`config.mk`:
```
export PLATFORM = sky130hd
export DESIGN_NAME = calc_seq_ctrl_flat
export DESIGN_NICKNAME = d
export VERILOG_FILES = /design/src/rtl/calc_seq_ctrl_pkg.sv /design/src/rtl/calc_seq_ctrl_if.sv /design/src/rtl/calc_seq_ctrl_ps2_key_decode.sv /design/src/rtl/calc_seq_ctrl.sv /design/src/flat_wrapper.sv
export SDC_FILE = /design/constraint.sdc
export NUM_CORES = 1
export LEC_CHECK = 0
export ABC_CLOCK_PERIOD_IN_PS = 3900
export BUFFER_PORTS_ARGS = -buffer_cell sky130_fd_sc_hd__buf_2
export CORE_MARGIN = 2
export CORE_UTILIZATION = 49
export CTS_CLUSTER_SIZE = 24
export DETAILED_ROUTE_END_ITERATION = 7
export PLACE_DENSITY = 0.74
export RECOVER_POWER = 25
export SLEW_MARGIN = 25
export SYNTH_ARGS = -nofsm -noshare
export SYNTH_HDL_FRONTEND = slang
export SYNTH_SLANG_ARGS = --single-unit
```
`constraint.sdc`:
```
create_clock -name clk -period 3.9 [get_ports clk]
set_input_delay 0.195 -clock clk [delete_from_list [all_inputs] [get_ports clk]]
set_output_delay 0.195 -clock clk [all_outputs]
set_load 0.02 [all_outputs]
```
`src/rtl/calc_seq_ctrl_pkg.sv`:
```
// calc_seq_ctrl_pkg
// Shared definitions for the calculator sequencer slice:
//   - PS/2 set-2 scan codes used by the keypad
//   - ALU operation encodings
//   - FSM state encoding and decoded-key types
//   - decode_key(): maps a non-prefix scan code to a key class/value
package calc_seq_ctrl_pkg;

  // Keypad digit scan codes
  localparam logic [7:0] SC_D0    = 8'h70;
  localparam logic [7:0] SC_D1    = 8'h69;
  localparam logic [7:0] SC_D2    = 8'h72;
  localparam logic [7:0] SC_D3    = 8'h7A;
  localparam logic [7:0] SC_D4    = 8'h6B;
  localparam logic [7:0] SC_D5    = 8'h73;
  localparam logic [7:0] SC_D6    = 8'h74;
  localparam logic [7:0] SC_D7    = 8'h6C;
  localparam logic [7:0] SC_D8    = 8'h75;
  localparam logic [7:0] SC_D9    = 8'h7D;
  // Operator / control scan codes
  localparam logic [7:0] SC_ADD   = 8'h79;
  localparam logic [7:0] SC_SUB   = 8'h7B;
  localparam logic [7:0] SC_MUL   = 8'h7C;
  localparam logic [7:0] SC_DIV   = 8'h4A;
  localparam logic [7:0] SC_ENTER = 8'h5A;
  localparam logic [7:0] SC_ESC   = 8'h76;
  // Prefix bytes
  localparam logic [7:0] SC_BRK   = 8'hF0;
  localparam logic [7:0] SC_EXT   = 8'hE0;

  // ALU operation encodings
  localparam logic [1:0] OP_ADD = 2'b00;
  localparam logic [1:0] OP_SUB = 2'b01;
  localparam logic [1:0] OP_MUL = 2'b10;
  localparam logic [1:0] OP_DIV = 2'b11;

  typedef enum logic [2:0] {
    ST_ENTER_A = 3'd0,
    ST_ENTER_B = 3'd1,
    ST_EXEC    = 3'd2,
    ST_WAIT    = 3'd3,
    ST_SHOW    = 3'd4
  } state_t;

  typedef enum logic [1:0] {
    KC_DIGIT = 2'd0,
    KC_OP    = 2'd1,
    KC_ENTER = 2'd2,
    KC_ESC   = 2'd3
  } key_class_t;

  typedef struct packed {
    logic       hit;
    key_class_t cls;
    logic [3:0] val;
  } key_t;

  // Decode a non-prefix scan code. With the E0 prefix only the keypad
  // '/' and keypad Enter are accepted; other E0 codes are different keys.
  function automatic key_t decode_key(input logic [7:0] code, input logic ext);
    key_t k;
    k.hit = 1'b1;
    k.cls = KC_DIGIT;
    k.val = 4'd0;
    case (code)
      SC_D0:    k.val = 4'd0;
      SC_D1:    k.val = 4'd1;
      SC_D2:    k.val = 4'd2;
      SC_D3:    k.val = 4'd3;
      SC_D4:    k.val = 4'd4;
      SC_D5:    k.val = 4'd5;
      SC_D6:    k.val = 4'd6;
      SC_D7:    k.val = 4'd7;
      SC_D8:    k.val = 4'd8;
      SC_D9:    k.val = 4'd9;
      SC_ADD:   begin k.cls = KC_OP;    k.val = {2'b00, OP_ADD}; end
      SC_SUB:   begin k.cls = KC_OP;    k.val = {2'b00, OP_SUB}; end
      SC_MUL:   begin k.cls = KC_OP;    k.val = {2'b00, OP_MUL}; end
      SC_DIV:   begin k.cls = KC_OP;    k.val = {2'b00, OP_DIV}; end
      SC_ENTER: begin k.cls = KC_ENTER; k.val = 4'd0; end
      SC_ESC:   begin k.cls = KC_ESC;   k.val = 4'd0; end
      default:  k.hit = 1'b0;
    endcase
    if (ext && (code != SC_DIV) && (code != SC_ENTER)) begin
      k.hit = 1'b0;
    end else begin
      k.hit = k.hit;
    end
    return k;
  endfunction

endpackage

```
`src/rtl/calc_seq_ctrl_if.sv`:
```
// calc_seq_ctrl_if
// Start/done handshake between the sequencer (master) and the arithmetic
// unit (slave).
//   alu_start  : one-cycle request; operands/op stable until alu_done
//   alu_op     : 00 add, 01 sub, 10 mul, 11 div
//   alu_a/b    : zero-extended operands, OPW bits
//   alu_done   : one-cycle pulse, alu_result/alu_err valid
//   alu_result : signed 32-bit result
//   alu_err    : operation error (e.g. divide by zero)
interface calc_seq_ctrl_if #(
  parameter int OPW = 16
);
  logic            alu_start;
  logic [1:0]      alu_op;
  logic [OPW-1:0]  alu_a;
  logic [OPW-1:0]  alu_b;
  logic            alu_done;
  logic [31:0]     alu_result;
  logic            alu_err;

  modport master (
    output alu_start, alu_op, alu_a, alu_b,
    input  alu_done, alu_result, alu_err
  );

  modport slave (
    input  alu_start, alu_op, alu_a, alu_b,
    output alu_done, alu_result, alu_err
  );
endinterface

```
`src/rtl/calc_seq_ctrl_ps2_key_decode.sv`:
```
// calc_seq_ctrl_ps2_key_decode
// Filters F0 (break) / E0 (extended) prefixes from the PS/2 byte stream and
// turns key presses into registered one-cycle key events.
//   clk, rst   : clock, synchronous active-high reset
//   rx_valid   : new byte in rx_byte
//   rx_byte    : received scan-code byte
//   key_valid  : one-cycle pulse, key_class/key_val valid
//   key_class  : digit / operator / enter / esc
//   key_val    : digit value, or ALU op code in [1:0] for operators
module calc_seq_ctrl_ps2_key_decode
  import calc_seq_ctrl_pkg::*;
(
  input  logic       clk,
  input  logic       rst,
  input  logic       rx_valid,
  input  logic [7:0] rx_byte,
  output logic       key_valid,
  output key_class_t key_class,
  output logic [3:0] key_val
);

  logic brk_r;
  logic ext_r;
  key_t dec_s;

  // Decode the incoming byte in the context of the current E0 flag
  always_comb begin
    dec_s = decode_key(rx_byte, ext_r);
  end

  // Prefix flags and registered key event
  always_ff @(posedge clk) begin
    if (rst) begin
      brk_r     <= 1'b0;
      ext_r     <= 1'b0;
      key_valid <= 1'b0;
      key_class <= KC_DIGIT;
      key_val   <= 4'd0;
    end else begin
      key_valid <= 1'b0;
      if (rx_valid) begin
        if (rx_byte == SC_BRK) begin
          brk_r <= 1'b1;
        end else if (rx_byte == SC_EXT) begin
          ext_r <= 1'b1;
        end else begin
          // Any non-prefix byte closes the prefix sequence; a release is dropped.
          brk_r <= 1'b0;
          ext_r <= 1'b0;
          if (!brk_r && dec_s.hit) begin
            key_valid <= 1'b1;
            key_class <= dec_s.cls;
            key_val   <= dec_s.val;
          end
        end
      end
    end
  end

endmodule

```
`src/rtl/calc_seq_ctrl.sv`:
```
// calc_seq_ctrl
// Calculator sequencer: collects operand A, operator and operand B from
// keypad keys, runs one start/done transaction on the ALU, and latches the
// result for display.
//   clk, rst     : clock, synchronous active-high reset
//   rx_valid     : new PS/2 byte in rx_byte
//   rx_byte      : received scan-code byte
//   alu          : ALU handshake (master side)
//   result       : last completed result
//   result_valid : one-cycle pulse when result updates
//   err          : sticky error of the last operation
//   entry_bcd    : in-progress entry, packed BCD, LSD in [3:0]
//   state_o      : current FSM state (debug)
module calc_seq_ctrl
  import calc_seq_ctrl_pkg::*;
#(
  parameter int MAX_DIGITS = 4,
  parameter int OPW        = 16
) (
  input  logic                  clk,
  input  logic                  rst,
  input  logic                  rx_valid,
  input  logic [7:0]            rx_byte,
  calc_seq_ctrl_if.master       alu,
  output logic [31:0]           result,
  output logic                  result_valid,
  output logic                  err,
  output logic [15:0]           entry_bcd,
  output logic [2:0]            state_o
);

  localparam int CNTW = $clog2(MAX_DIGITS + 1);

  logic       key_valid;
  key_class_t key_class;
  logic [3:0] key_val;

  state_t          state_r, state_n;
  logic [OPW-1:0]  acc_r, acc_n;
  logic [CNTW-1:0] cnt_r, cnt_n;
  logic [15:0]     bcd_r, bcd_n;
  logic [1:0]      op_r, op_n;
  logic [OPW-1:0]  a_r, a_n;
  logic [OPW-1:0]  b_r, b_n;
  logic [31:0]     result_r, result_n;
  logic            err_r, err_n;
  logic            start_r, start_n;
  logic            rv_r, rv_n;
  logic            room_s;

  calc_seq_ctrl_ps2_key_decode u_key_decode (
    .clk       (clk),
    .rst       (rst),
    .rx_valid  (rx_valid),
    .rx_byte   (rx_byte),
    .key_valid (key_valid),
    .key_class (key_class),
    .key_val   (key_val)
  );

  // Room for another digit in the current operand
  always_comb begin
    room_s = (cnt_r < CNTW'(MAX_DIGITS));
  end

  // Next-state and datapath updates
  always_comb begin
    state_n  = state_r;
    acc_n    = acc_r;
    cnt_n    = cnt_r;
    bcd_n    = bcd_r;
    op_n     = op_r;
    a_n      = a_r;
    b_n      = b_r;
    result_n = result_r;
    err_n    = err_r;
    start_n  = 1'b0;
    rv_n     = 1'b0;

    case (state_r)
      ST_ENTER_A, ST_ENTER_B: begin
        if (key_valid) begin
          case (key_class)
            KC_DIGIT: begin
              if (room_s) begin
                acc_n = acc_r * OPW'(10) + OPW'(key_val);
                bcd_n = {bcd_r[11:0], key_val};
                cnt_n = cnt_r + CNTW'(1);
              end else begin
                acc_n = acc_r;
              end
            end
            KC_OP: begin
              if (state_r == ST_ENTER_A) begin
                if (cnt_r != CNTW'(0)) begin
                  a_n     = acc_r;
                  op_n    = key_val[1:0];
                  acc_n   = {OPW{1'b0}};
                  cnt_n   = {CNTW{1'b0}};
                  bcd_n   = 16'h0000;
                  state_n = ST_ENTER_B;
                end else begin
                  state_n = state_r;
                end
              end else begin
                // Before any B digit, a new operator overrides the old one.
                if (cnt_r == CNTW'(0)) begin
                  op_n = key_val[1:0];
                end else begin
                  op_n = op_r;
                end
              end
            end
            KC_ENTER: begin
              if ((state_r == ST_ENTER_B) && (cnt_r != CNTW'(0))) begin
                b_n     = acc_r;
                acc_n   = {OPW{1'b0}};
                cnt_n   = {CNTW{1'b0}};
                bcd_n   = 16'h0000;
                start_n = 1'b1;
                state_n = ST_EXEC;
              end else begin
                state_n = state_r;
              end
            end
            KC_ESC: begin
              acc_n   = {OPW{1'b0}};
              cnt_n   = {CNTW{1'b0}};
              bcd_n   = 16'h0000;
              err_n   = 1'b0;
              op_n    = OP_ADD;
              state_n = ST_ENTER_A;
            end
            default: state_n = state_r;
          endcase
        end else begin
          state_n = state_r;
        end
      end

      // alu_start was raised on entry to EXEC; it drops as we move on.
      ST_EXEC: state_n = ST_WAIT;

      ST_WAIT: begin
        if (alu.alu_done) begin
          result_n = alu.alu_result;
          err_n    = alu.alu_err;
          rv_n     = 1'b1;
          state_n  = ST_SHOW;
        end else begin
          state_n = state_r;
        end
      end

      ST_SHOW: begin
        // A key decoded while result_valid is high arrived together with
        // alu_done and is dropped.
        if (key_valid && !rv_r) begin
          case (key_class)
            KC_DIGIT: begin
              acc_n   = OPW'(key_val);
              cnt_n   = CNTW'(1);
              bcd_n   = {12'h000, key_val};
              err_n   = 1'b0;
              state_n = ST_ENTER_A;
            end
            KC_ESC: begin
              acc_n   = {OPW{1'b0}};
              cnt_n   = {CNTW{1'b0}};
              bcd_n   = 16'h0000;
              err_n   = 1'b0;
              op_n    = OP_ADD;
              state_n = ST_ENTER_A;
            end
            default: state_n = state_r;
          endcase
        end else begin
          state_n = state_r;
        end
      end

      default: state_n = ST_ENTER_A;
    endcase
  end

  // State and datapath registers
  always_ff @(posedge clk) begin
    if (rst) begin
      state_r  <= ST_ENTER_A;
      acc_r    <= {OPW{1'b0}};
      cnt_r    <= {CNTW{1'b0}};
      bcd_r    <= 16'h0000;
      op_r     <= OP_ADD;
      a_r      <= {OPW{1'b0}};
      b_r      <= {OPW{1'b0}};
      result_r <= 32'h0000_0000;
      err_r    <= 1'b0;
      start_r  <= 1'b0;
      rv_r     <= 1'b0;
    end else begin
      state_r  <= state_n;
      acc_r    <= acc_n;
      cnt_r    <= cnt_n;
      bcd_r    <= bcd_n;
      op_r     <= op_n;
      a_r      <= a_n;
      b_r      <= b_n;
      result_r <= result_n;
      err_r    <= err_n;
      start_r  <= start_n;
      rv_r     <= rv_n;
    end
  end

  assign alu.alu_start = start_r;
  assign alu.alu_op    = op_r;
  assign alu.alu_a     = a_r;
  assign alu.alu_b     = b_r;
  assign result        = result_r;
  assign result_valid  = rv_r;
  assign err           = err_r;
  assign entry_bcd     = bcd_r;
  assign state_o       = state_r;

endmodule

```
`src/flat_wrapper.sv`:
```
// flat-port wrapper written by rule: the top's interface ports become plain ports
module calc_seq_ctrl_flat import calc_seq_ctrl_pkg::*;
#(
  parameter int MAX_DIGITS = 4,
  parameter int OPW        = 16
)
  (clk, rst, rx_valid, rx_byte, result, result_valid, err, entry_bcd, state_o, alu_alu_start, alu_alu_op, alu_alu_a, alu_alu_b, alu_alu_done, alu_alu_result, alu_alu_err);
  calc_seq_ctrl_if #(.OPW(OPW)) alu_i ();
  input  logic clk;
  input  logic rst;
  input  logic rx_valid;
  input  logic [7:0] rx_byte;
  output logic [31:0] result;
  output logic result_valid;
  output logic err;
  output logic [15:0] entry_bcd;
  output logic [2:0] state_o;
  output wire logic [$bits(alu_i.alu_start)-1:0] alu_alu_start;
  output wire logic [$bits(alu_i.alu_op)-1:0] alu_alu_op;
  output wire logic [$bits(alu_i.alu_a)-1:0] alu_alu_a;
  output wire logic [$bits(alu_i.alu_b)-1:0] alu_alu_b;
  input wire logic [$bits(alu_i.alu_done)-1:0] alu_alu_done;
  input wire logic [$bits(alu_i.alu_result)-1:0] alu_alu_result;
  input wire logic [$bits(alu_i.alu_err)-1:0] alu_alu_err;
  assign alu_alu_start = alu_i.alu_start;
  assign alu_alu_op = alu_i.alu_op;
  assign alu_alu_a = alu_i.alu_a;
  assign alu_alu_b = alu_i.alu_b;
  assign alu_i.alu_done = alu_alu_done;
  assign alu_i.alu_result = alu_alu_result;
  assign alu_i.alu_err = alu_alu_err;
  calc_seq_ctrl #(.MAX_DIGITS(MAX_DIGITS), .OPW(OPW)) u_core (.clk(clk), .rst(rst), .rx_valid(rx_valid), .rx_byte(rx_byte), .alu(alu_i), .result(result), .result_valid(result_valid), .err(err), .entry_bcd(entry_bcd), .state_o(state_o));
endmodule
```
==> flow_summary.ini <==
[setup_path]
reg2regPathDepth = 10
critPathArrivalTime_ps = 3780
cpPeakStageDelay_ps = 490
critPathCaptureType = flip-flop
critPathMaxFanout = 6
r2r_slack_ps = 450
timing.rr.start = u_core.acc_r[1]
crit_chain = ha_1 -> ha_1 -> fa_1 -> a21o_2 -> a221oi_1 -> xor2_1 -> and4bb_4 -> nand3_2 -> or3_1 -> o211ai_1
crit_family = adder cells
cpMostUsedCell = ha_1
startpoint = u_core.acc_r[1]
r2r_end = u_core.acc_r[15]
crit_required_ps = 4230
cp.depth = 10
slowest_stage = fa_1
crit_end = u_core.acc_r[15]
critPathLaunchType = flip-flop
criticalPathCategory = reg -> reg
crit_buf_inv = 0

[grt]
antenna_found_initial = 0
first_global_vias = 4780
grt_max_degree = 86
grt_first_pass_wirelength_mm = 22.9
grt_util_all_layers_pct = 22.1
overflow = 0

[routing]
drtIter0Drc = 337
vias = 5009
ant_nets = 0
post_drt_wl_per_cell_um = 15.3
first_pass_iters = 5
remaining_drc_errors = 0
vias_per_cell = 5.47
routed_wl_mm = 14.0

[floorplanning]
core_um2 = 11400
die_area_um2 = 12500
fp-row-count = 39
start_util_pct = 50.0
fp.dieH_um = 112
pin_count = 133
die_x_um = 112

[timing]
period_share_pct = 88.6
worst_slack_ps = 445
rsz0062_at_grt = false
period_needed_ps = 3450
clock.fmax_mhz = 289
setup-violations-final = 0
holdWs_ps = 23.5
hold_viol = 0
tightestPinTransition_ps = 858
tns_ps = 0
skew_ps = 9.32
relSlewSlack_pct = 42.8
maxSlewViolCount = 0

[power_and_ir_drop]
p_sw_share_pct = 20.6
switchingPower_mw = 0.583
p_leak_nw = 3.07
ir_drop_mv = 0.256
power.density_nw_per_um2 = 407
internal-power_mw = 2.24
power_frac_comb_pct = 3.4
p_clk_share_pct = 54.8
seqPwrFrac_pct = 41.8

[run_status]
outcome = completed

[final_layout]
nNetsFinal = 841
fillers = 1041
layout-drive-gt1-share_pct = 18.4
final_cell_area_um2 = 6940
regArea_um2 = 2300
area_growth_pct = 21.5
antenna_cells = 0
multiInputGateArea_um2 = 3180

[place]
hpwlAfterDp_mm = 9.95
place.port_buffers = 132
globalplace.congestion = 0.860
dpl_worst_slack_ps = 433
placed_area_um2 = 6410

[clocking]
cts_hold_buf = 0
clk_latency_ps = 410
cts_tree = done
htree_num_levels = 4
cts_setup_buffers = 0
root_buffer = clkbuf_16
clk_pin_slew_ps = 50
post_cts_resized = 0
clkSinkCount = 115
cts_buffers = 17
clockBufferDepth = 2

[logic_synthesis]
synth_top_area_share_pct = 40.3
yosysTopAreaCell = dfxtp_1
synth_area_um2 = 5710
synth_most_common_cell = dfxtp_1
synth_area_leaders = dfxtp_1, ha_1, mux2i_1
ys_ff_latch = 115
avgSynthCellArea_um2 = 8.89
synth_flop_cell = dfxtp_1
ys_seq_area_share_pct = 40.3
syn_inst = 643
syn-num-nets = 724
async_reset_ff_share_pct = 0
synth_edf_count = 0
ys_types = 67
ys_warn_count = 0
synthTopCellsByCount = dfxtp_1, nand2_1, nor2_1, a21oi_1, mux2i_1

[min_path]
worstHoldPathType = in -> reg

[job]
drv_cap = 0
## registers in the layout (all words and copies together), names as in the netlist, 2 cells and up
register / count
u_core.acc_r: 16
u_core.alu.alu_a: 16
u_core.alu.alu_b: 16
u_core.alu.alu_op: 2
u_core.cnt_r: 3
u_core.entry_bcd: 15
u_core.result: 32
u_core.state_o: 3
u_core.u_key_decode.key_class: 2
u_core.u_key_decode.key_val: 4
## power groups by stage
| stage | Sequential, mW | Combinational [mW] | Clock (mW) |
|---|---|---|---|
| finish | 1.18 | 0.0953 | 1.55 |
| global placement | 1.21 | 0.0912 | 0 |
| global route | 1.18 | 0.105 | 1.62 |
| CTS | 1.18 | 0.0945 | 1.57 |
| detailed placement | 1.21 | 0.0939 | 0 |
| floorplan | 1.21 | 0.0601 | 0 |
## worst reg2reg max path, cell delays in order, from the launching register on
cell	delay, ps
dfxtp_1	450
ha_1	280
ha_1	240
fa_1	490
a21o_2	250
a221oi_1	450
xor2_1	180
and4bb_4	410
nand3_2	90
or3_1	340
o211ai_1	180
## how the worst min path moves through the flow
stage / startpoint / endpoint / slack, ps / cells after the start
final: alu_alu_result[8] / u_core.result[8] / 20 / 3
after global routing: alu_alu_result[27] / u_core.result[27] / 20 / 3
after CTS: alu_alu_result[21] / u_core.result[21] / 10 / 3
after detailed placement: alu_alu_result[21] / u_core.result[21] / 440 / 3
after global placement: alu_alu_result[27] / u_core.result[27] / 440 / 3
after floorplan: alu_alu_result[0] / u_core.result[0] / 330 / 2
## cells by family after synthesis
family                   after synthesis  share of synthesized area (%)
XOR/XNOR                              23                           3.66
flip-flops                           115                           40.3
buffers and inverters                 50                           4.05
adder cells (fa/ha/maj)               36                           8.15
AND/OR/NAND/NOR                      236                           19.6
multiplexers                          37                           6.53
AO/OA/AOI/OAI                        146                           17.8
## placed cells by master, fill, tap and decap left out, drive strengths merged, types with 4 or more instances in the layout
| master | Yosys | layout |
|---|---|---|
| a211oi | 4 | 4 |
| a21o | 8 | 8 |
| a21oi | 59 | 59 |
| a22o | 23 | 23 |
| a31oi | 6 | 6 |
| buf | 9 | 89 |
| clkbuf | 32 | 71 |
| clkinv | 0 | 4 |
| dfxtp | 115 | 115 |
| ha | 34 | 34 |
| inv | 9 | 9 |
| mux2i | 35 | 35 |
| nand2 | 88 | 88 |
| nand2b | 11 | 11 |
| nand3 | 14 | 14 |
| nand4 | 9 | 9 |
| nor2 | 70 | 70 |
| nor2b | 9 | 9 |
| nor3 | 6 | 6 |
| nor3b | 7 | 7 |
| o211ai | 4 | 4 |
| o21ai | 19 | 19 |
| or3 | 4 | 4 |
| xnor2 | 14 | 14 |
| xor2 | 9 | 9 |
## through the flow
step,cells,util [%],power (mW)
after floorplan,643,-,1.27
after global placement,884,56.1,1.30
after detailed placement,884,56.1,1.30
after CTS,915,61.3,2.84
after global routing,915,60.8,2.91
final,915,60.8,2.83
## layer usage
layer  up-vias  part of all wire (%)  track usage, %
met1      2378                    47            29.9
met3        13                   4.0            4.84
met4         0                   1.2            6.91
met2       118                    48            35.5
li1       2500                     -               -
met5         -                     0               0
## area by class of cell
cell class / instances / share of cell area, %
clock inverters: 10 / 1.91
multi-input cells: 478 / 45.8
flip-flops and latches: 115 / 33.2
clock buffers: 21 / 6.63
well taps: 143 / 2.58
repair buffers: 139 / 9.37
inverters: 9 / 0.487
Note: power is estimated with default switching activity, not from simulation.
